### src/rtl/conva3_ctrl_pkg.sv
// Shared constants and state encoding for the conva3 sequencing controller.
package conva3_ctrl_pkg;

  localparam int IFM_SIZE          = 5;
  localparam int IFM_DEPTH         = 16;
  localparam int KERNAL_SIZE       = 5;
  localparam int NUMBER_OF_FILTERS = 120;
  localparam int NUMBER_OF_UNITS   = 2;
  localparam int CONV_LATENCY      = 1;

  localparam int NUM_PASSES      = IFM_DEPTH / NUMBER_OF_UNITS;
  localparam int NUM_WM          = KERNAL_SIZE * KERNAL_SIZE;
  localparam int NUM_PIX         = IFM_SIZE * IFM_SIZE;
  localparam int ADDRESS_SIZE_WM = $clog2(NUM_WM * NUMBER_OF_FILTERS * NUM_PASSES);
  localparam int FILT_W          = $clog2(NUMBER_OF_FILTERS);
  localparam int PIX_W           = $clog2(NUM_PIX);
  localparam int PASS_W          = (NUM_PASSES > 1) ? $clog2(NUM_PASSES) : 1;

  // One counter serves both the weight-tap and pixel phases, so size it for the longer one.
  localparam int TAP_MAX = ((NUM_WM > NUM_PIX) ? NUM_WM : NUM_PIX) - 1;
  localparam int TAP_W   = $clog2(TAP_MAX + 1);
  localparam int WAIT_W  = $clog2(CONV_LATENCY + 2);

  typedef enum logic [3:0] {
    ST_IDLE   = 4'd0,
    ST_WLOAD  = 4'd1,
    ST_STREAM = 4'd2,
    ST_SETTLE = 4'd3,
    ST_CONV   = 4'd4,
    ST_WAIT   = 4'd5,
    ST_ACCU   = 4'd6,
    ST_RELU   = 4'd7,
    ST_DONE   = 4'd8
  } state_e;

endpackage

### src/rtl/conva3_ctrl_if.sv
// Control bundle between the conva3 controller (master) and the datapath/host side (slave).
interface conva3_ctrl_if;
  import conva3_ctrl_pkg::*;

  logic                       start;
  logic                       busy;
  logic                       done;
  logic                       wm_addr_sel;
  logic                       wm_enable_read;
  logic [ADDRESS_SIZE_WM-1:0] wm_address_read_current;
  logic                       wm_fifo_enable;
  logic                       bm_addr_sel;
  logic                       bm_enable_read;
  logic [FILT_W-1:0]          bm_address_read_current;
  logic                       ifm_enable_read;
  logic [PIX_W-1:0]           ifm_address_read_current;
  logic [PASS_W-1:0]          ifm_sel;
  logic                       fifo_enable;
  logic                       conv_enable;
  logic                       accu_enable;
  logic                       relu_enable;
  logic                       ofm_enable_write;
  logic [FILT_W-1:0]          ofm_address;
  state_e                     dbg_state;

  // start is a one-cycle pulse with no ready: it is taken only when the controller is idle.
  modport master (
    input  start,
    output busy, done, wm_addr_sel, wm_enable_read, wm_address_read_current,
           wm_fifo_enable, bm_addr_sel, bm_enable_read, bm_address_read_current,
           ifm_enable_read, ifm_address_read_current, ifm_sel, fifo_enable,
           conv_enable, accu_enable, relu_enable, ofm_enable_write, ofm_address,
           dbg_state
  );

  modport slave (
    output start,
    input  busy, done, wm_addr_sel, wm_enable_read, wm_address_read_current,
           wm_fifo_enable, bm_addr_sel, bm_enable_read, bm_address_read_current,
           ifm_enable_read, ifm_address_read_current, ifm_sel, fifo_enable,
           conv_enable, accu_enable, relu_enable, ofm_enable_write, ofm_address,
           dbg_state
  );

endinterface

### src/rtl/conva3_ctrl_counter.sv
// Up-counter that wraps to zero after MAX; clr has priority over inc.
module conva3_ctrl_counter #(
  parameter int unsigned MAX = 1,
  parameter int          W   = 1
) (
  input  logic         clk,
  input  logic         reset,
  input  logic         clr,
  input  logic         inc,
  output logic [W-1:0] count
);

  localparam logic [W-1:0] MAX_V = W'(MAX);

  logic [W-1:0] count_q;
  logic [W-1:0] count_d;

  always_comb begin
    count_d = count_q;
    if (clr) begin
      count_d = '0;
    end else if (inc) begin
      count_d = (count_q == MAX_V) ? '0 : count_q + W'(1);
    end
  end

  always_ff @(posedge clk) begin
    if (reset) begin
      count_q <= '0;
    end else begin
      count_q <= count_d;
    end
  end

  assign count = count_q;

endmodule

### src/rtl/conva3_ctrl.sv
// Sequencer for the conva3 datapath: per filter, NUM_PASSES rounds of weight load,
// plane stream, convolve and accumulate, then ReLU plus output write.
module conva3_ctrl
  import conva3_ctrl_pkg::*;
(
  input  logic          clk,
  input  logic          reset,
  conva3_ctrl_if.master bus
);

  localparam logic [TAP_W-1:0]  TAP_WM_LAST  = TAP_W'(NUM_WM - 1);
  localparam logic [TAP_W-1:0]  TAP_PIX_LAST = TAP_W'(NUM_PIX - 1);
  localparam logic [WAIT_W-1:0] WAIT_LAST    = WAIT_W'(CONV_LATENCY);
  localparam logic [PASS_W-1:0] PASS_LAST    = PASS_W'(NUM_PASSES - 1);
  localparam logic [FILT_W-1:0] FILT_LAST    = FILT_W'(NUMBER_OF_FILTERS - 1);

  state_e                     state_q, state_d;
  logic [ADDRESS_SIZE_WM-1:0] wm_addr_q, wm_addr_d;
  logic                       busy_q, done_q;
  logic                       wm_enable_read_q, wm_fifo_enable_q;
  logic                       ifm_enable_read_q, fifo_enable_q;
  logic                       conv_enable_q, accu_enable_q, relu_enable_q;

  logic              tap_inc, tap_clr, wait_inc;
  logic              pass_inc, pass_clr, filt_inc, filt_clr;
  logic [TAP_W-1:0]  tap_cnt;
  logic [WAIT_W-1:0] wait_cnt;
  logic [PASS_W-1:0] pass_cnt;
  logic [FILT_W-1:0] filt_cnt;

  conva3_ctrl_counter #(.MAX(TAP_MAX), .W(TAP_W)) u_tap_cnt (
    .clk(clk), .reset(reset), .clr(tap_clr), .inc(tap_inc), .count(tap_cnt)
  );

  conva3_ctrl_counter #(.MAX(CONV_LATENCY), .W(WAIT_W)) u_wait_cnt (
    .clk(clk), .reset(reset), .clr(1'b0), .inc(wait_inc), .count(wait_cnt)
  );

  conva3_ctrl_counter #(.MAX(NUM_PASSES - 1), .W(PASS_W)) u_pass_cnt (
    .clk(clk), .reset(reset), .clr(pass_clr), .inc(pass_inc), .count(pass_cnt)
  );

  conva3_ctrl_counter #(.MAX(NUMBER_OF_FILTERS - 1), .W(FILT_W)) u_filt_cnt (
    .clk(clk), .reset(reset), .clr(filt_clr), .inc(filt_inc), .count(filt_cnt)
  );

  always_comb begin
    state_d   = state_q;
    wm_addr_d = wm_addr_q;
    tap_inc   = 1'b0;
    tap_clr   = 1'b0;
    wait_inc  = 1'b0;
    pass_inc  = 1'b0;
    pass_clr  = 1'b0;
    filt_inc  = 1'b0;
    filt_clr  = 1'b0;
    unique case (state_q)
      ST_IDLE: begin
        if (bus.start) begin
          state_d   = ST_WLOAD;
          wm_addr_d = '0;
          pass_clr  = 1'b1;
          filt_clr  = 1'b1;
        end
      end
      ST_WLOAD: begin
        // Weight address runs linearly over the whole job and is never rewound per pass.
        tap_inc   = 1'b1;
        wm_addr_d = wm_addr_q + ADDRESS_SIZE_WM'(1);
        if (tap_cnt == TAP_WM_LAST) begin
          tap_clr = 1'b1;
          state_d = ST_STREAM;
        end
      end
      ST_STREAM: begin
        tap_inc = 1'b1;
        if (tap_cnt == TAP_PIX_LAST) begin
          tap_clr = 1'b1;
          state_d = ST_SETTLE;
        end
      end
      ST_SETTLE: state_d = ST_CONV;
      ST_CONV:   state_d = ST_WAIT;
      ST_WAIT: begin
        wait_inc = 1'b1;
        if (wait_cnt == WAIT_LAST) state_d = ST_ACCU;
      end
      ST_ACCU: begin
        if (pass_cnt == PASS_LAST) begin
          state_d = ST_RELU;
        end else begin
          pass_inc = 1'b1;
          state_d  = ST_WLOAD;
        end
      end
      ST_RELU: begin
        pass_clr = 1'b1;
        if (filt_cnt == FILT_LAST) begin
          state_d = ST_DONE;
        end else begin
          filt_inc = 1'b1;
          state_d  = ST_WLOAD;
        end
      end
      ST_DONE: begin
        filt_clr = 1'b1;
        state_d  = ST_IDLE;
      end
      default: state_d = ST_IDLE;
    endcase
  end

  // Strobes are registered from the next state so they line up with state_q.
  always_ff @(posedge clk) begin
    if (reset) begin
      state_q           <= ST_IDLE;
      wm_addr_q         <= '0;
      busy_q            <= 1'b0;
      done_q            <= 1'b0;
      wm_enable_read_q  <= 1'b0;
      wm_fifo_enable_q  <= 1'b0;
      ifm_enable_read_q <= 1'b0;
      fifo_enable_q     <= 1'b0;
      conv_enable_q     <= 1'b0;
      accu_enable_q     <= 1'b0;
      relu_enable_q     <= 1'b0;
    end else begin
      state_q           <= state_d;
      wm_addr_q         <= wm_addr_d;
      busy_q            <= (state_d != ST_IDLE);
      done_q            <= (state_d == ST_DONE);
      wm_enable_read_q  <= (state_d == ST_WLOAD);
      ifm_enable_read_q <= (state_d == ST_STREAM);
      conv_enable_q     <= (state_d == ST_CONV);
      accu_enable_q     <= (state_d == ST_ACCU);
      relu_enable_q     <= (state_d == ST_RELU);
      wm_fifo_enable_q  <= wm_enable_read_q;
      fifo_enable_q     <= ifm_enable_read_q;
    end
  end

  assign bus.busy                     = busy_q;
  assign bus.done                     = done_q;
  assign bus.wm_addr_sel              = busy_q;
  assign bus.wm_enable_read           = wm_enable_read_q;
  assign bus.wm_address_read_current  = wm_addr_q;
  assign bus.wm_fifo_enable           = wm_fifo_enable_q;
  assign bus.bm_addr_sel              = busy_q;
  assign bus.bm_enable_read           = busy_q;
  assign bus.bm_address_read_current  = filt_cnt;
  assign bus.ifm_enable_read          = ifm_enable_read_q;
  assign bus.ifm_address_read_current = tap_cnt[PIX_W-1:0];
  assign bus.ifm_sel                  = pass_cnt;
  assign bus.fifo_enable              = fifo_enable_q;
  assign bus.conv_enable              = conv_enable_q;
  assign bus.accu_enable              = accu_enable_q;
  assign bus.relu_enable              = relu_enable_q;
  assign bus.ofm_enable_write         = relu_enable_q;
  assign bus.ofm_address              = filt_cnt;
  assign bus.dbg_state                = state_q;

endmodule

### src/flat_wrapper.sv
// flat-port wrapper written by rule: the top's interface ports become plain ports
module conva3_ctrl_flat import conva3_ctrl_pkg::*;
  (clk, reset, bus_start, bus_busy, bus_done, bus_wm_addr_sel, bus_wm_enable_read, bus_wm_address_read_current, bus_wm_fifo_enable, bus_bm_addr_sel, bus_bm_enable_read, bus_bm_address_read_current, bus_ifm_enable_read, bus_ifm_address_read_current, bus_ifm_sel, bus_fifo_enable, bus_conv_enable, bus_accu_enable, bus_relu_enable, bus_ofm_enable_write, bus_ofm_address, bus_dbg_state);
  conva3_ctrl_if bus_i ();
  input  logic clk;
  input  logic reset;
  input wire logic [$bits(bus_i.start)-1:0] bus_start;
  output wire logic [$bits(bus_i.busy)-1:0] bus_busy;
  output wire logic [$bits(bus_i.done)-1:0] bus_done;
  output wire logic [$bits(bus_i.wm_addr_sel)-1:0] bus_wm_addr_sel;
  output wire logic [$bits(bus_i.wm_enable_read)-1:0] bus_wm_enable_read;
  output wire logic [$bits(bus_i.wm_address_read_current)-1:0] bus_wm_address_read_current;
  output wire logic [$bits(bus_i.wm_fifo_enable)-1:0] bus_wm_fifo_enable;
  output wire logic [$bits(bus_i.bm_addr_sel)-1:0] bus_bm_addr_sel;
  output wire logic [$bits(bus_i.bm_enable_read)-1:0] bus_bm_enable_read;
  output wire logic [$bits(bus_i.bm_address_read_current)-1:0] bus_bm_address_read_current;
  output wire logic [$bits(bus_i.ifm_enable_read)-1:0] bus_ifm_enable_read;
  output wire logic [$bits(bus_i.ifm_address_read_current)-1:0] bus_ifm_address_read_current;
  output wire logic [$bits(bus_i.ifm_sel)-1:0] bus_ifm_sel;
  output wire logic [$bits(bus_i.fifo_enable)-1:0] bus_fifo_enable;
  output wire logic [$bits(bus_i.conv_enable)-1:0] bus_conv_enable;
  output wire logic [$bits(bus_i.accu_enable)-1:0] bus_accu_enable;
  output wire logic [$bits(bus_i.relu_enable)-1:0] bus_relu_enable;
  output wire logic [$bits(bus_i.ofm_enable_write)-1:0] bus_ofm_enable_write;
  output wire logic [$bits(bus_i.ofm_address)-1:0] bus_ofm_address;
  output wire logic [$bits(bus_i.dbg_state)-1:0] bus_dbg_state;
  assign bus_i.start = bus_start;
  assign bus_busy = bus_i.busy;
  assign bus_done = bus_i.done;
  assign bus_wm_addr_sel = bus_i.wm_addr_sel;
  assign bus_wm_enable_read = bus_i.wm_enable_read;
  assign bus_wm_address_read_current = bus_i.wm_address_read_current;
  assign bus_wm_fifo_enable = bus_i.wm_fifo_enable;
  assign bus_bm_addr_sel = bus_i.bm_addr_sel;
  assign bus_bm_enable_read = bus_i.bm_enable_read;
  assign bus_bm_address_read_current = bus_i.bm_address_read_current;
  assign bus_ifm_enable_read = bus_i.ifm_enable_read;
  assign bus_ifm_address_read_current = bus_i.ifm_address_read_current;
  assign bus_ifm_sel = bus_i.ifm_sel;
  assign bus_fifo_enable = bus_i.fifo_enable;
  assign bus_conv_enable = bus_i.conv_enable;
  assign bus_accu_enable = bus_i.accu_enable;
  assign bus_relu_enable = bus_i.relu_enable;
  assign bus_ofm_enable_write = bus_i.ofm_enable_write;
  assign bus_ofm_address = bus_i.ofm_address;
  assign bus_dbg_state = bus_i.dbg_state;
  conva3_ctrl u_core (.clk(clk), .reset(reset), .bus(bus_i));
endmodule
### config.mk
export PLATFORM = sky130hd
export DESIGN_NAME = conva3_ctrl_flat
export DESIGN_NICKNAME = d
export VERILOG_FILES = /design/src/rtl/conva3_ctrl_pkg.sv /design/src/rtl/conva3_ctrl_if.sv /design/src/rtl/conva3_ctrl_counter.sv /design/src/rtl/conva3_ctrl.sv /design/src/flat_wrapper.sv
export SDC_FILE = /design/constraint.sdc
export NUM_CORES = 1
export LEC_CHECK = 0
export CELL_PAD_IN_SITES_DETAIL_PLACEMENT = 0
export CELL_PAD_IN_SITES_GLOBAL_PLACEMENT = 1
export CORE_UTILIZATION = 37
export CTS_CLUSTER_SIZE = 12
export DETAILED_ROUTE_END_ITERATION = 8
export GPL_TIMING_DRIVEN = 0
export PLACE_DENSITY = 0.76
export SLEW_MARGIN = 20
export SYNTH_ARGS = -nofsm -noshare
export SYNTH_HDL_FRONTEND = slang
export SYNTH_SLANG_ARGS = --single-unit
export TNS_END_PERCENT = 1
### constraint.sdc
create_clock -name clk -period 2.1 [get_ports clk]
set_input_delay 0.42 -clock clk [delete_from_list [all_inputs] [get_ports clk]]
set_output_delay 0.42 -clock clk [all_outputs]
set_load 0.02 [all_outputs]
; ---- Yosys cells after proc, flatten, opt, wreduce, memory -nomap -nowiden
; Cells that the tools add are included.
; W data, S select, Z words.
[word_totals]
reg_bits = 45
output_inout_bits = 54
[op_classes]
reduce_logical = 8
muxes = 24
n_addsub = 5
n_eq_ne = 19
[op_table]
columns = op, n
row1 = $pmux W4 S8, 1
row2 = $pmux W15 S2, 1
row3 = $eq A4 B3 Y1 const B, 7
row4 = $mux W4, 5
row5 = $add A15 B1 Y15 const B, 1
row6 = $mux W15, 1
row7 = $eq A4 B2 Y1 const B, 3
row8 = $mux W1, 9
row9 = $eq A4 B1 Y1 const B, 2
row10 = $eq A4 B4 Y1 const B, 2
row11 = $reduce_or A2 Y1, 4
row12 = $add A7 B1 Y7 const B, 1
row13 = $eq A7 B7 Y1 const B, 1
row14 = $mux W7, 1
row15 = $mux W3, 2
row16 = $add A5 B1 Y5 const B, 1
row17 = $eq A5 B5 Y1 const B, 1
row18 = $mux W5, 1
row19 = $logic_not A4 Y1, 1
row20 = $pmux W1 S2, 2
row21 = $reduce_bool A4 Y1, 1
row22 = $add A3 B1 Y3 const B, 1
row23 = $eq A3 B3 Y1 const B, 1
row24 = $add A2 B1 Y2 const B, 1
row25 = 5 further kinds, 5

; ---- Depth between registers and ports, before layout
[logic_depth]
depth_word = 4
ltp_mapped = 6

; ---- Hierarchy
; From an unflattened synthesis, not the netlist that was laid out.
[hier_totals]
cells_unflattened = 264
area_unflattened_um2 = 2259.7
[modules_own_cells]
columns = mod, n_inst, area_per_inst_um2, seq_area_each_um2, cells_each
row1 = conva3_ctrl, 1, 1426.4, 560.5, 176
row2 = conva3_ctrl_counter (u_core.u_filt_cnt), 1, 344.1, 140.1, 40
row3 = conva3_ctrl_counter (u_core.u_tap_cnt), 1, 267.8, 100.1, 29
row4 = conva3_ctrl_counter (u_core.u_pass_cnt), 1, 148.9, 60.1, 13
row5 = conva3_ctrl_counter (u_core.u_wait_cnt), 1, 72.6, 40.0, 6

; ---- Worst setup path before layout
; OpenSTA, ideal clock, no wires.
[synth_path]
path_type = register -> register
start = register u_core.state_q[2] (netlist: u_core.bus.dbg_state[2])
end = register u_core.wm_addr_q[14] (netlist: u_core.bus.wm_address_read_current[14])
setup_slack_ns = 0.293
path_stages_with_launch = 6
synth_period_minus_slack_ns = 1.807
setup_ns = 0.121
path_buffers = 1
arrival_ns = 1.686
cell_sequence = dfxtp_1 -> buf_2 -> nor4b_4 -> nand3_2 -> nor3_1 -> mux2_2
[synth_via]
elab_chain_cells = 3
elab_cells_between_ends = 6
[synth_rtl]
columns = item, line
row1 = start: declaration, conva3_ctrl.sv:17  ; state_e state_q, state_d;
row2 = start signal: assignment, conva3_ctrl.sv:128  ; state_q <= state_d;
row3 = $eq A4 B1 Y1 / $logic_not A4 Y1 (equally long branches), conva3_ctrl.sv:57  ; unique case (state_q)
row4 = $reduce_bool A2 Y1 (no line) / $ne A2 B2 Y1 (equally long branches), n/a
row5 = $reduce_and A2 Y1 (no line), n/a
row6 = end signal: assignment, conva3_ctrl.sv:129  ; wm_addr_q <= wm_addr_d;
row7 = end: declaration, conva3_ctrl.sv:18  ; logic [ADDRESS_SIZE_WM-1:0] wm_addr_q, wm_addr_d;
; Several ways; a longest one is shown, not always the timed one.
; A chain may end at the register's enable or synchronous reset.

; ---- Worst setup path in the final report
[layout_path]
start = register u_core.state_q[2] (netlist: u_core.bus.dbg_state[2])
end = register u_core.wm_addr_q[13] (netlist: u_core.bus.wm_address_read_current[13])
; The elaborated chain is that of the path after synthesis.

==> summary.md <==
| Metric | Value |
|---|---|
| Status | completed |
| DR WL/cell | 13.5 um |
| Yosys top cell area share | 38.8% |
| # IOs | 57 |
| CP endpoint kind | flip-flop |
| Total track usage | 17.5% |
| Crit path cell chain | buf_2 > nor2_1 > nand3_2 > and3_1 > mux2_2 |
| First-pass GRT wire length | 8.73 mm |
| Fin nets | approximately 330 |
| GR Layer Usage met3 | around 4.2% |
| Largest net degree at the start of global routing | 15 |
| Pleak | about 1.1 nW |
| Met2 GRT Util | between 20% and 30% |
| DRT Pass-1 Iters | 4 |
| Cell count along the critical path | 5 |
| Post-synth ARST share | 0% |
| Switch share | between 20% and 30% |
| Reg clk slew, reported paths | 0.08 ns |
| Die width | 81.2 um |
| Max-slew violations | 0 |
| Die height | slightly above 80 um |
| Register area share after synthesis | 38.8% |
| Netlist cell types | 58 |
| H-tree depth | 2 |
| Syn_nets | roughly 270 |
| Gr busiest metal | met2 |
| Crit path max-delay family | simple AND/OR/NAND/NOR gates |
| Slowest CP cell | dfxtp_1 |
| Power per cell area | around 550 mW/mm^2 |
| Post-synth top area cell | dfxtp_1 |
| Grt total ovfl | 0 |
| Setup TNS | 0 ns |
| Final Non-Filler Cells | 399 |
| Worst Path Arrival | 2.12 ns |
| Worst-skew pair later-pin latency | approximately 0.3 ns |
| Gpl congestion | between 0.8 and 0.9 |
| Reg2reg path depth | 5 |
| I/O Buffers | 55 |
| Core region area | ~0.0060 mm^2 |
| Residual DRC | 0 |
| Initial antenna violation count | 0 |
| Worst Hold Path Cells | 2 |
| TritonCTS clock tree | yes |
| EDFF count, synth | 0 |
| Std-Cell Rows | 28 |
| # diodes | 0 |
| Tmin final | about 1.9 ns |
| CP startpoint kind | flip-flop |
| Top cells by area, synth | dfxtp_1 39%, buf_4 4.2%, nor2_1 4.2% |
| Synth Flop Type | dfxtp_1 |
| Post-Route WL | about 5.4 mm |
| Layout cells sized above 1 | between 10% and 20% |
| Post-synthesis area per instance | 8.99 um^2 |
| Die area | around 0.0066 mm^2 |
| Sequential power share | between 50% and 60% |
| Combinational power share | 9.1% |
| Routed vias/inst | roughly 5.2 |
| Met1 usage | a little over a fifth |
| # Max-Cap Violations | 0 |
| NetSw | ~400 uW |
| Endpoints failing setup | 0 |
| Antenna-violating nets left | 0 |
| Top cells by count, synth | 45 x dfxtp_1, 26 x nor2_1, 14 x a21oi_1 |
| Maximum VDD drop | slightly below 0.3 mV |
| Sink Count | between 40 and 50 |
| RSZ-0062 raised after global routing | no |
| Post-Syn Area | 0.00232 mm^2 |
| Initial core utilization | 38.7% |
| Required @ worst endpoint | 2.29 ns |
| DP HPWL | ~3.9 mm |
| Fmax | roughly 520 MHz |
| Via count | 2090 |
| Worst Max-Slew Pin Slew | between 0.6 and 0.7 ns |
| Setup CP Type | reg -> reg |
| Root Buffer | clkbuf_8 |
| Layout Area Growth over Synthesis | 34.1% |
| Top-count cell post-synth | dfxtp_1 |
| Final Cycle Share | 91.7% |
| Num CTS Buffers | 5 |
| CP Max Fanout | 10 |
| Worst Path Buf+Inv | 1 |
| Warnings from Yosys | 0 |
| Gate Count Post-Synth | around 260 |
| Clock Path Buffers | 2 |
| Placed insts | between 300 and 400 |
| Setup slack at placement | 0.0542 ns |
| Layout Skew | 0.00619 ns |
| Flops & latches, synth | 45 |
| Clock share of power | roughly two fifths |
| Setup ws final | roughly 0.17 ns |
| P_int | between 1 and 1.5 mW |
| HP Class | reg -> reg |
| DR iter-0 viols | 74 |
| Crit path largest cell delay | between 0.3 and 0.4 ns |
| Final hold vios | 0 |
| Vias in the first global route | 1826 |
| Relative slew slack | roughly 56% |
layout make-up:
cell class / count / area (um^2)
clock inverters: 2 / 37.5
flip-flops and latches: 45 / 901
multi-input cells: 184 / 1250
repair buffers: 58 / 573
well taps: 75 / 93.8
clock buffers: 6 / 82.6
inverters: 8 / 30.0
plain buffers: 21 / 145
fillers: 570 / 2880
placed cells by master, fill, tap and decap left out, drive strengths merged, types with 4 or more instances in the layout:
master and count:
clkdlybuf4s50 55, dfxtp 45, nor2 27, buf 20, a21oi 14, nand2 13, nand3 12, o21ai 11
nor3 10, clkbuf 10, inv 8, xnor2 6, and3 6, ha 6, or3 5, xor2 4
nand4 4, a211oi 4, nor2b 4
registers in the layout, summed over array words and instances, names as in the netlist, 2 cells and up:
name,cells
u_core.bus.dbg_state,4
u_core.bus.wm_address_read_current,15
u_core.u_filt_cnt.count,7
u_core.u_pass_cnt.count,3
u_core.u_tap_cnt.count,5
u_core.u_wait_cnt.count,2
final timing paths:
| kind | startpoint | end | slack, ns |
|---|---|---|---|
| worst max-delay path | u_core.bus.dbg_state[2] | u_core.bus.wm_address_read_current[13] | 0.17 |
| worst min-delay path | u_core.u_wait_cnt.count[1] | u_core.u_wait_cnt.count[1] | 0.46 |
| worst max register to register | u_core.bus.dbg_state[2] | u_core.bus.wm_address_read_current[13] | 0.17 |
| worst min register to register | u_core.u_wait_cnt.count[1] | u_core.u_wait_cnt.count[1] | 0.46 |
repair_timing:
| item | CTS | global route |
|---|---|---|
| setup endpoints to repair | 0 | 8 |
| gates resized for setup | 0 | 2 |
| buffers inserted | 0 | 3 |
| hold buffers | 0 | 0 |
per-stage QoR:
stage / instance area (um^2) / util (%) / power (mW) / hold WS [ns]
after floorplan: 2320 / - / 0.989 / 0.427
after global placement: 2960 / 49.5 / 1.05 / 0.449
after detailed placement: 2960 / 49.5 / 1.05 / 0.452
after CTS: 3080 / 51.5 / 1.73 / 0.467
after global routing: 3110 / 51.9 / 1.79 / 0.490
final: 3110 / 51.9 / 1.71 / 0.463
power by group through the flow:
stage	clock network [mW]	registers (mW)	logic, mW
3_5_place_dp	0	0.897	0.148
3_3_place_gp	0	0.897	0.148
4_1_cts	0.705	0.877	0.149
5_1_grt	0.743	0.880	0.171
6_report	0.680	0.876	0.155
2_1_floorplan	0	0.909	0.0798
kinds of logic (layout without fill, tap and decap cells):
family          after synthesis  after routing  share of synthesized area (%)
fa+ha+maj                     6              6                           3.24
xor+xnor                     10             10                           3.78
flops                        45             45                           38.8
simple gates                111            111                           28.8
mux                           6              6                           2.75
compound gates               51             51                           15.0
buf+inv                      29             95                           7.55
tightest hold or removal path, cell delays in order, from the launching register on:
cell and delay [ns]:
dfxtp_1 0.31, inv_1 0.06, a211oi_1 0.05
routing by layer:
metal | wire, um | vias up
li1 | - | 1071
met1 | 2560 | 956
met2 | 2510 | 57
met3 | 267 | 6
met4 | 58 | 0
met5 | 0 | -
Note: power is estimated with default switching activity, not from simulation.
